**src/rtl/pokey_keyscan.sv**
```systemverilog
// Keyboard scan/debounce controller: walks the 6-bit matrix address, latches one
// key at a time through a 4-state debounce machine, and tracks CTRL/SHIFT/BREAK.
module pokey_keyscan #(
  parameter logic [5:0] MOD_CTRL  = 6'h00,
  parameter logic [5:0] MOD_SHIFT = 6'h10,
  parameter logic [5:0] MOD_BREAK = 6'h30
) (
  input  logic       clk,
  input  logic       rst_n,
  input  logic       enp,
  input  logic       scan_en,
  input  logic       debounce_en,
  input  logic       kr1_n,
  input  logic       kr2_n,
  output logic [5:0] k,
  output logic [7:0] kbcode,
  output logic       key_down,
  output logic       shift_held,
  output logic       kbd_irq,
  output logic       break_irq
);

  typedef enum logic [1:0] {
    IDLE,
    DEBOUNCE,
    HELD,
    RELEASE
  } state_t;

  state_t     state_q, state_d;
  logic [5:0] k_q, k_d;
  logic [5:0] stored_q, stored_d;
  logic [7:0] kbcode_q, kbcode_d;
  logic       ctrl_q, ctrl_d;
  logic       shift_q, shift_d;
  logic       brk_q, brk_d;
  logic       kbd_irq_q, kbd_irq_d;
  logic       brk_irq_q, brk_irq_d;

  logic match;
  logic pressed;

  assign match   = (k_q == stored_q);
  assign pressed = ~kr1_n;

  always_ff @(posedge clk or negedge rst_n) begin
    if (!rst_n) begin
      state_q   <= IDLE;
      k_q       <= '0;
      stored_q  <= '0;
      kbcode_q  <= '0;
      ctrl_q    <= 1'b0;
      shift_q   <= 1'b0;
      brk_q     <= 1'b0;
      kbd_irq_q <= 1'b0;
      brk_irq_q <= 1'b0;
    end else begin
      state_q   <= state_d;
      k_q       <= k_d;
      stored_q  <= stored_d;
      kbcode_q  <= kbcode_d;
      ctrl_q    <= ctrl_d;
      shift_q   <= shift_d;
      brk_q     <= brk_d;
      kbd_irq_q <= kbd_irq_d;
      brk_irq_q <= brk_irq_d;
    end
  end

  always_comb begin
    state_d   = state_q;
    k_d       = k_q;
    stored_d  = stored_q;
    kbcode_d  = kbcode_q;
    ctrl_d    = ctrl_q;
    shift_d   = shift_q;
    brk_d     = brk_q;
    kbd_irq_d = 1'b0;
    brk_irq_d = 1'b0;

    if (!scan_en) begin
      k_d     = '0;
      state_d = IDLE;
    end else if (enp) begin
      k_d = k_q + 6'd1;

      if (k_q == MOD_CTRL)  ctrl_d  = ~kr2_n;
      if (k_q == MOD_SHIFT) shift_d = ~kr2_n;
      if (k_q == MOD_BREAK) begin
        brk_d     = ~kr2_n;
        brk_irq_d = ~brk_q & ~kr2_n;
      end

      // Accepted codes use the modifier flags as held before this tick's update.
      case (state_q)
        IDLE: begin
          if (pressed) begin
            stored_d = k_q;
            if (debounce_en) begin
              state_d = DEBOUNCE;
            end else begin
              kbcode_d  = {ctrl_q, shift_q, k_q};
              kbd_irq_d = 1'b1;
              state_d   = HELD;
            end
          end
        end
        DEBOUNCE: begin
          if (match) begin
            if (pressed) begin
              kbcode_d  = {ctrl_q, shift_q, stored_q};
              kbd_irq_d = 1'b1;
              state_d   = HELD;
            end else begin
              state_d = IDLE;
            end
          end
        end
        HELD: begin
          if (match && !pressed) state_d = debounce_en ? RELEASE : IDLE;
        end
        RELEASE: begin
          if (match) state_d = pressed ? HELD : IDLE;
        end
        default: state_d = IDLE;
      endcase
    end
  end

  assign k          = k_q;
  assign kbcode     = kbcode_q;
  assign key_down   = (state_q == HELD) || (state_q == RELEASE);
  assign shift_held = shift_q;
  assign kbd_irq    = kbd_irq_q;
  assign break_irq  = brk_irq_q;

endmodule

```
**config.mk**
```make
export PLATFORM = sky130hd
export DESIGN_NAME = pokey_keyscan
export DESIGN_NICKNAME = d
export VERILOG_FILES = /design/src/rtl/pokey_keyscan.sv
export SDC_FILE = /design/constraint.sdc
export NUM_CORES = 1
export LEC_CHECK = 0
export BUFFER_PORTS_ARGS = -buffer_cell sky130_fd_sc_hd__buf_2
export CAP_MARGIN = 20
export CORE_MARGIN = 5
export CORE_UTILIZATION = 55
export DETAILED_ROUTE_END_ITERATION = 10
export GPL_ROUTABILITY_DRIVEN = 0
export PLACE_DENSITY = 0.76
export SYNTH_ARGS = -nofsm -noshare
export SYNTH_HDL_FRONTEND = slang
export SYNTH_SLANG_ARGS = --single-unit
```
**constraint.sdc**
```tcl
create_clock -name clk -period 3.8 [get_ports clk]
set_input_delay 0.76 -clock clk [delete_from_list [all_inputs] [get_ports clk]]
set_output_delay 0.76 -clock clk [all_outputs]
set_load 0.01 [all_outputs]
```
---- After elaboration in Yosys (flattened, before gate mapping) ----
Index checks and enable logic that the tools add are counted.
storage, ports and cells
  memories kept ........................... 0
  ROM bits ................................ 0
  flip-flop bits (word level) ............. 27
  RAM bits ................................ 0
  output and inout bits ................... 18
  logic and storage cells ................. 66
  bits in latches ......................... 0
  bits of input ports ..................... 7
operators by class
  divide/modulo/power cells ............... 0
  bitwise gates (word level) .............. 4
  reductions and logical operators ........ 12
  multiplexer cells ....................... 26
  shift-type cells ........................ 0
  multipliers ............................. 0
  equal/unequal tests ..................... 14
  $add $sub $neg .......................... 1
  magnitude comparators ................... 0
operator list
  kind                 number
  $mux 8               4
  $mux 2               8
  $pmux 8 s2           1
  $mux 6               2
  $ne 2x2->1 const B   5
  $mux 1               9
  $reduce_and 3->1     3
  $reduce_and 4->1     2
  $reduce_and 7->1     1
  $add 6x1->6 const B  1
  $eq 6x5->1 const B   1
  $eq 6x6->1           1
  $eq 6x6->1 const B   1
  $logic_not 6->1      1
  $ne 3x3->1 const B   2
  $pmux 2 s3           1
  $eq 2x2->1 const B   2
  $ne 3x2->1 const B   1
  $not 1->1            3
  $eq 2x1->1 const B   1
  $logic_not 2->1      1
  $pmux 1 s2           1
  $reduce_bool 2->1    1
  $reduce_or 2->1      1
  other kinds (3)      3

---- Depth between registers and ports, before layout ----
Gate-level depths: netlist (run 1).
  depth after elaboration ................. 6
  depth in mapped cells ................... 6
  mapped depth without buffers ............ 6

---- Least setup slack after synthesis (run 1) ----
No wires, ideal clock.
  path kind ............................... input-to-reg
  start ................................... input scan_en
  end ..................................... register shift_q, in the netlist shift_held
  cell stages on the path ................. 5
  library setup time ...................... 0.079 ns
  arrival ................................. 1.803 ns
  setup slack ............................. 1.917 ns
  buffers on the path ..................... 1
  required time ........................... 3.721 ns
  path through ............................ clkbuf_1 > nand2_1 > or3_1 > nor3b_1 > mux2i_1
on the way
  longest elaborated chain between the ends .. 1
ends and longest elaborated chain
  what                               line  source
  start: declaration                 11    input logic scan_en,
  $reduce_and 3->1 (no source line)  n/a
  end signal: assignment             63    shift_q <= shift_d;
  end: declaration                   35    logic shift_q, shift_d;
No other way between the ends.
A chain may end at the register's enable or synchronous reset.

---- Worst setup path after layout (run 1) ----
  start ................................... register k_q[3], in the netlist k[3]
  end ..................................... output k[3]
RTL lines
  what                      line  source
  start: declaration        31    logic [5:0] k_q, k_d;
  start signal: assignment  59    k_q <= k_d;
  end: declaration          15    output logic [5:0] k,
No word-level cell between the ends.

==> results.toml, run 1 <==
[detailed_routing]
routed_wl_mm = 2.64
drc = 0
num_vias = 1002
drt_iter0_drc = 46
top_layer = "met4"
wl_met2_mm = 1.29
routedWlPerCell_um = 14.3
ant_nets = 0
drt-met1-wl_mm = 1.15
viasPerCell = 5.42
drtPass1Iterations = 4
met3RoutedLength_um = 152

[yosys]
synth_cells = 138
synth_top_area_share_pct = 46.8
syn-cell-area_um2 = 1450
synth.net_count = 147
ys_ff_latch = 27
post_synth_num_cell_types = 32
yosys_warnings = 0
synth_area_leaders = "dfrtp_1 47%, mux2_2 8.6%, nand2_1 4.9%, xor2_1 4.8%, mux2i_1 4.2%"
async_reset_ff_share_pct = 100
synth_largest_area_cell = "dfrtp_1"
synthTopCellsByCount = "27 x dfrtp_1, 19 x nand2_1, 11 x mux2_2"
yosysMostFrequentCell = "dfrtp_1"
synth-main-ff-cell = "dfrtp_1"
synth-edff-count = 0
syn_area_per_cell_um2 = 10.5
yosysSeqAreaShare_pct = 46.8

[floorplan]
core.rowCount = 18
initial_core_util_pct = 57.8
io_pins = 25
die_area_um2 = 3750
dieHeight_um = 61.3
fp.dieW_um = 61.3
core_area_um2 = 2500

[layout]
antenna_cells = 0
n_fill_cell = 209
area_delta_synth_final_pct = 9.00
layout.nets = 165
design_area_um2 = 1580
drive_above_1_share_pct = 28.4

[clock_tree]
path_clk_slew_ns = 0.14
ctsHtreeMaxLevel = 1
cts_resized = 0
cts_setup_buffers = 0
clock_sinks = 27
cts_made_buffers = 3
root_buffer = "clkbuf_4"
cts.path.max_buffers = 2
insertion_delay_ns = 0.33
cts_tree = "done"
ctsHoldBuffers = 0

[critical_path]
worstSetupStartpointType = "register"
cp.required_ns = 3.04
critPathTopFamily = "flip-flops"
critPathLaunch = "k[3]"
path_cells = "buf_2"
endpoint_kind = "output pin"
arrival_ns = 1.09
crit_path_max_fanout = 9
r2r-start = "k[2]"
critical_path_buf_inv_count = 1
critPathKind = "register to output pin"
crit_path_max_incr_delay_ns = 0.56
cp_slowest_cell = "dfrtp_1"

[power_and_ir_drop]
swShare_pct = 33.2
combPwrFrac_pct = 28.7
p_int_uw = 452
p_leak_nw = 0.835
p_seq_share_pct = 52.8
peakVddDrop_v = 0.000291
power_uw = 677
powerDensity_nw_per_um2 = 429
power_switching_uw = 225
pwr-share-clk_pct = 18.4

[sta]
max_slew_margin_pct = 60.3
fin_crit_ns = 1.85
finalMaxSlewViolations = 0
tns_ns = 0
worst_slew_pin_slew_ns = 0.596
final.setup_skew_ns = 0.00424
final-setup-viol-count = 0
setup_slack_ns = 1.95
finalCritPeriodShare_pct = 48.6
hold_viol_final = 0
fmax_mhz = 541
rsz0062_at_grt = "no"

[run_status]
status = "completed"

[place]
dpl_cell_area_um2 = 1550
pre_cts_ws_ns = 1.64
port_buffers = 24
hpwl_mm = 1.98

[run]
max-cap-violations = 0

[grt]
gr-total-overflow = 0
grt_pass1_wl_mm = 4.60
grt_pass1_vias = 1016
track_usage_pct = 16.7
antenna_found_initial = 0
grt_max_degree = 28

[worst_hold_path]
hp-class = "primary input to asynchronous set/reset pin"
path summary, 6_finish.rpt:
path	endpoint	cells after the start	slack, ns
worst min register to register	break_irq	1	0.45
worst max-delay path	k[3]	1	1.95
max in group asynchronous	stored_q[0]	1	3.00
worst min-delay path	ctrl_q	1	0.41
min in group clk	break_irq	1	0.45
worst max register to register	kbcode[7]	4	1.98
power groups by stage:
stage	Sequential, mW	Clock, mW	Combinational (mW)
2_1_floorplan	0.355	0	0.153
3_3_place_gp	0.362	0	0.192
3_5_place_dp	0.362	0	0.196
4_1_cts	0.357	0.130	0.197
5_1_grt	0.363	0.138	0.220
6_report	0.357	0.125	0.194
cells by family (layout without fill, tap and decap cells):
kind of cell	Yosys count	in the layout	synth area share [%]
simple gates	52	52	20.1
flops	27	27	46.8
mux	18	18	13.8
buf+inv	17	34	5.37
compound gates	11	11	5.63
xor+xnor	11	11	6.67
fa+ha+maj	2	2	1.73
flip-flops by register name (all words and copies together), names as in the netlist:
name	cells
stored_q	6
break_irq	1
kbd_irq	1
k	6
brk_q	1
state_q	2
ctrl_q	1
shift_held	1
kbcode	8
per-layer routing:
metal,track usage (%),vias to the layer above
li1,-,494
met1,20.5,477
met4,6.50,0
met3,3.14,5
met5,0,-
met2,29.0,26
final cells by class:
type	instances	area, um2	share of cell area, %
Clock buffer	3	22.5	1.43
Clock inverter	1	5.00	0.318
Inverter	6	22.5	1.43
Multi-Input combinational cell	94	692	43.9
Sequential cell	27	676	42.9
Tap cell	30	37.5	2.38
Timing Repair Buffer	24	120	7.63
cell usage in the layout (no fill, tap or decap), types with 5 or more instances in the layout:
cell type / netlist / final
inv_1: 6 / 6
buf_2: 5 / 24
mux2i_1: 6 / 6
nor3_1: 5 / 5
nand2_1: 19 / 19
o21ai_0: 7 / 7
mux2_2: 11 / 11
xor2_1: 8 / 8
dfrtp_1: 27 / 27
worst reg2reg max path, stage by stage (launching register included):
cell	delay [ns]
dfrtp_1	0.50
xor2_1	0.22
nor4_4	0.43
a31oi_4	0.22
mux2_4	0.34
per-stage QoR:
| step | hold slack (ns) | cells | util (%) |
|---|---|---|---|
| 2_1_floorplan | 0.408 | 138 | - |
| 3_3_place_gp | 0.421 | 181 | 61.9 |
| 3_5_place_dp | 0.432 | 181 | 61.9 |
| 4_1_cts | 0.414 | 185 | 63.0 |
| 5_1_grt | 0.445 | 185 | 63.0 |
| 6_report | 0.411 | 185 | 63.0 |
Power figures use the tool's default switching activity.
==> inputs of run 2 (changes only) <==
ABC_AREA = 1   (was default)
CORE_UTILIZATION = 49   (was 55)
PLACE_DENSITY = 0.72   (was 0.76)
clock period = 1.7 ns   (was 3.8 ns; I/O delays follow)
==> results.toml, run 2 <==
[clock_tree]
cts_resized = 0
cts_tree = "done"
cts_setup_buffers = 0
cts.path.max_buffers = 2
insertion_delay_ns = 0.32
path_clk_slew_ns = 0.14
cts_made_buffers = 3
root_buffer = "clkbuf_4"
ctsHoldBuffers = 0
clock_sinks = 27
ctsHtreeMaxLevel = 1

[place]
hpwl_mm = 2.14
port_buffers = 24

[yosys]
synthAdderAreaFrac_pct = 1.76
synth-simple-area-share_pct = 34.4
synth-main-ff-cell = "dfrtp_1"
syn-cell-area_um2 = 1420
synthMuxAreaShare_pct = 0
ys_ff_latch = 27
synthTopCellsByCount = "47 x nand2_1, 27 x dfrtp_1, 21 x nand2_2"
synth-edff-count = 0
synthXorXnorAreaFrac_pct = 1.23
yosysSeqAreaShare_pct = 47.5
synth.net_count = 182
syn_area_per_cell_um2 = 8.22
post_synth_num_cell_types = 24
async_reset_ff_share_pct = 100
synth_top_family_by_area = "simple AND/OR/NAND/NOR gates"
synth_top_area_share_pct = 47.5
yosysMostFrequentCell = "nand2_1"
synth_largest_area_cell = "dfrtp_1"
synth_area_leaders = "dfrtp_1 47%, nand2_1 12%, nand2_2 9.2%, o21ai_0 4.6%, inv_1 2.9%"
synth_cells = 173
yosys_warnings = 0
synth_compound_area_share_pct = 8.53

[critical_path]
critPathKind = "register to output pin"
endpoint_kind = "output pin"
crit_path_max_incr_delay_ns = 0.55
path_cells = "buf_2"
critPathTopFamily = "flip-flops"
critical_path_buf_inv_count = 1
cp.required_ns = 1.36
arrival_ns = 1.07
worstSetupStartpointType = "register"
cp_slowest_cell = "dfrtp_1"
crit_path_max_fanout = 6

[detailed_routing]
drtPass1Iterations = 4
routed_wl_mm = 2.72
routedWlPerCell_um = 11.9
num_vias = 1168
viasPerCell = 5.10
drc = 0
ant_nets = 0
drt_iter0_drc = 56

[floorplan]
dieHeight_um = 63.9
core.rowCount = 19
die_area_um2 = 4080
core_area_um2 = 2780
initial_core_util_pct = 51.1
io_pins = 25
fp.dieW_um = 63.9

[grt]
track_usage_pct = 14.2
grt_pass1_vias = 1088
grt_pass1_wl_mm = 4.76
gr-total-overflow = 0
grt_max_degree = 28
antenna_found_initial = 0

[sta]
final.setup_skew_ns = 0.00237
fin_crit_ns = 1.41
worst_slew_pin_slew_ns = 0.582
hold_viol_final = 7
max_slew_margin_pct = 61.2
holdWs_ns = -0.00402
finalCritPeriodShare_pct = 82.7
tns_ns = 0
fmax_mhz = 711
final-setup-viol-count = 0
rsz0062_at_grt = "no"
finalMaxSlewViolations = 0

[layout]
largest_register_ffs = 8
layout.nets = 208
drive_above_1_share_pct = 31.8
area_delta_synth_final_pct = 12.1
final_common_cell = "nand2_1"
final_cell_mix = "47 x nand2_1, 27 x dfrtp_1, 24 x buf_2"
antenna_cells = 0

[power_and_ir_drop]
p_leak_nw = 0.828
peakVddDrop_v = 0.000600
power_mw = 1.32
powerDensity_nw_per_um2 = 830

[run_status]
violations = "hold timing"
status = "complete, but fails checks"

[run]
max-cap-violations = 0

[worst_hold_path]
hp-class = "primary input to asynchronous set/reset pin"
## run 2: metrics by stage
step	area, um2	instances	utilization, %	setup slack [ns]
2_1_floorplan	1420	173	-	0.443
3_3_place_gp	1570	225	56.4	0.354
3_5_place_dp	1570	225	56.4	0.328
4_1_cts	1600	229	57.4	0.287
5_1_grt	1600	229	57.4	0.190
6_report	1600	229	57.4	0.294
## run 2: layer usage
layer  wire [um]  global-route usage, %
met5           0                      0
met4          22                   3.38
met3         143                   3.85
met2        1240                   23.7
met1        1310                   18.3
## run 2: logic make-up after synthesis
logic type,Yosys count
and+or+nand+nor,97
DFF,27
AOI/OAI and AO/OA,24
buffers and inverters,21
xor gates and xnor gates,2
adders and majority gates,2
## run 2: power by group
group / total (mW) / switching (mW) / internal, mW
sequential: 0.761 / 0.0610 / 0.700
clock: 0.268 / 0.180 / 0.0882
combinational: 0.294 / 0.182 / 0.112
## run 2: cell type report
type	count	area (um2)
Fill cell	258	1190
Sequential cell	27	676
Multi-Input combinational cell	125	653
Clock inverter	1	5.00
Inverter	18	80.1
Clock buffer	3	22.5
Tap cell	31	38.8
Timing Repair Buffer	24	120
## run 2: path summary, 6_finish.rpt
check                           start     endpoint  slack [ns]  cells after the start
max                        state_q[1]     key_down        0.29                      1
min reg2reg                     brk_q    break_irq        0.44                      1
min                             rst_n         k[1]      -0.004                      1
max reg2reg                      k[4]    kbcode[7]        0.31                     10
max in group asynchronous       rst_n  stored_q[5]        1.33                      1
min in group clk                kr2_n    break_irq        0.20                      2
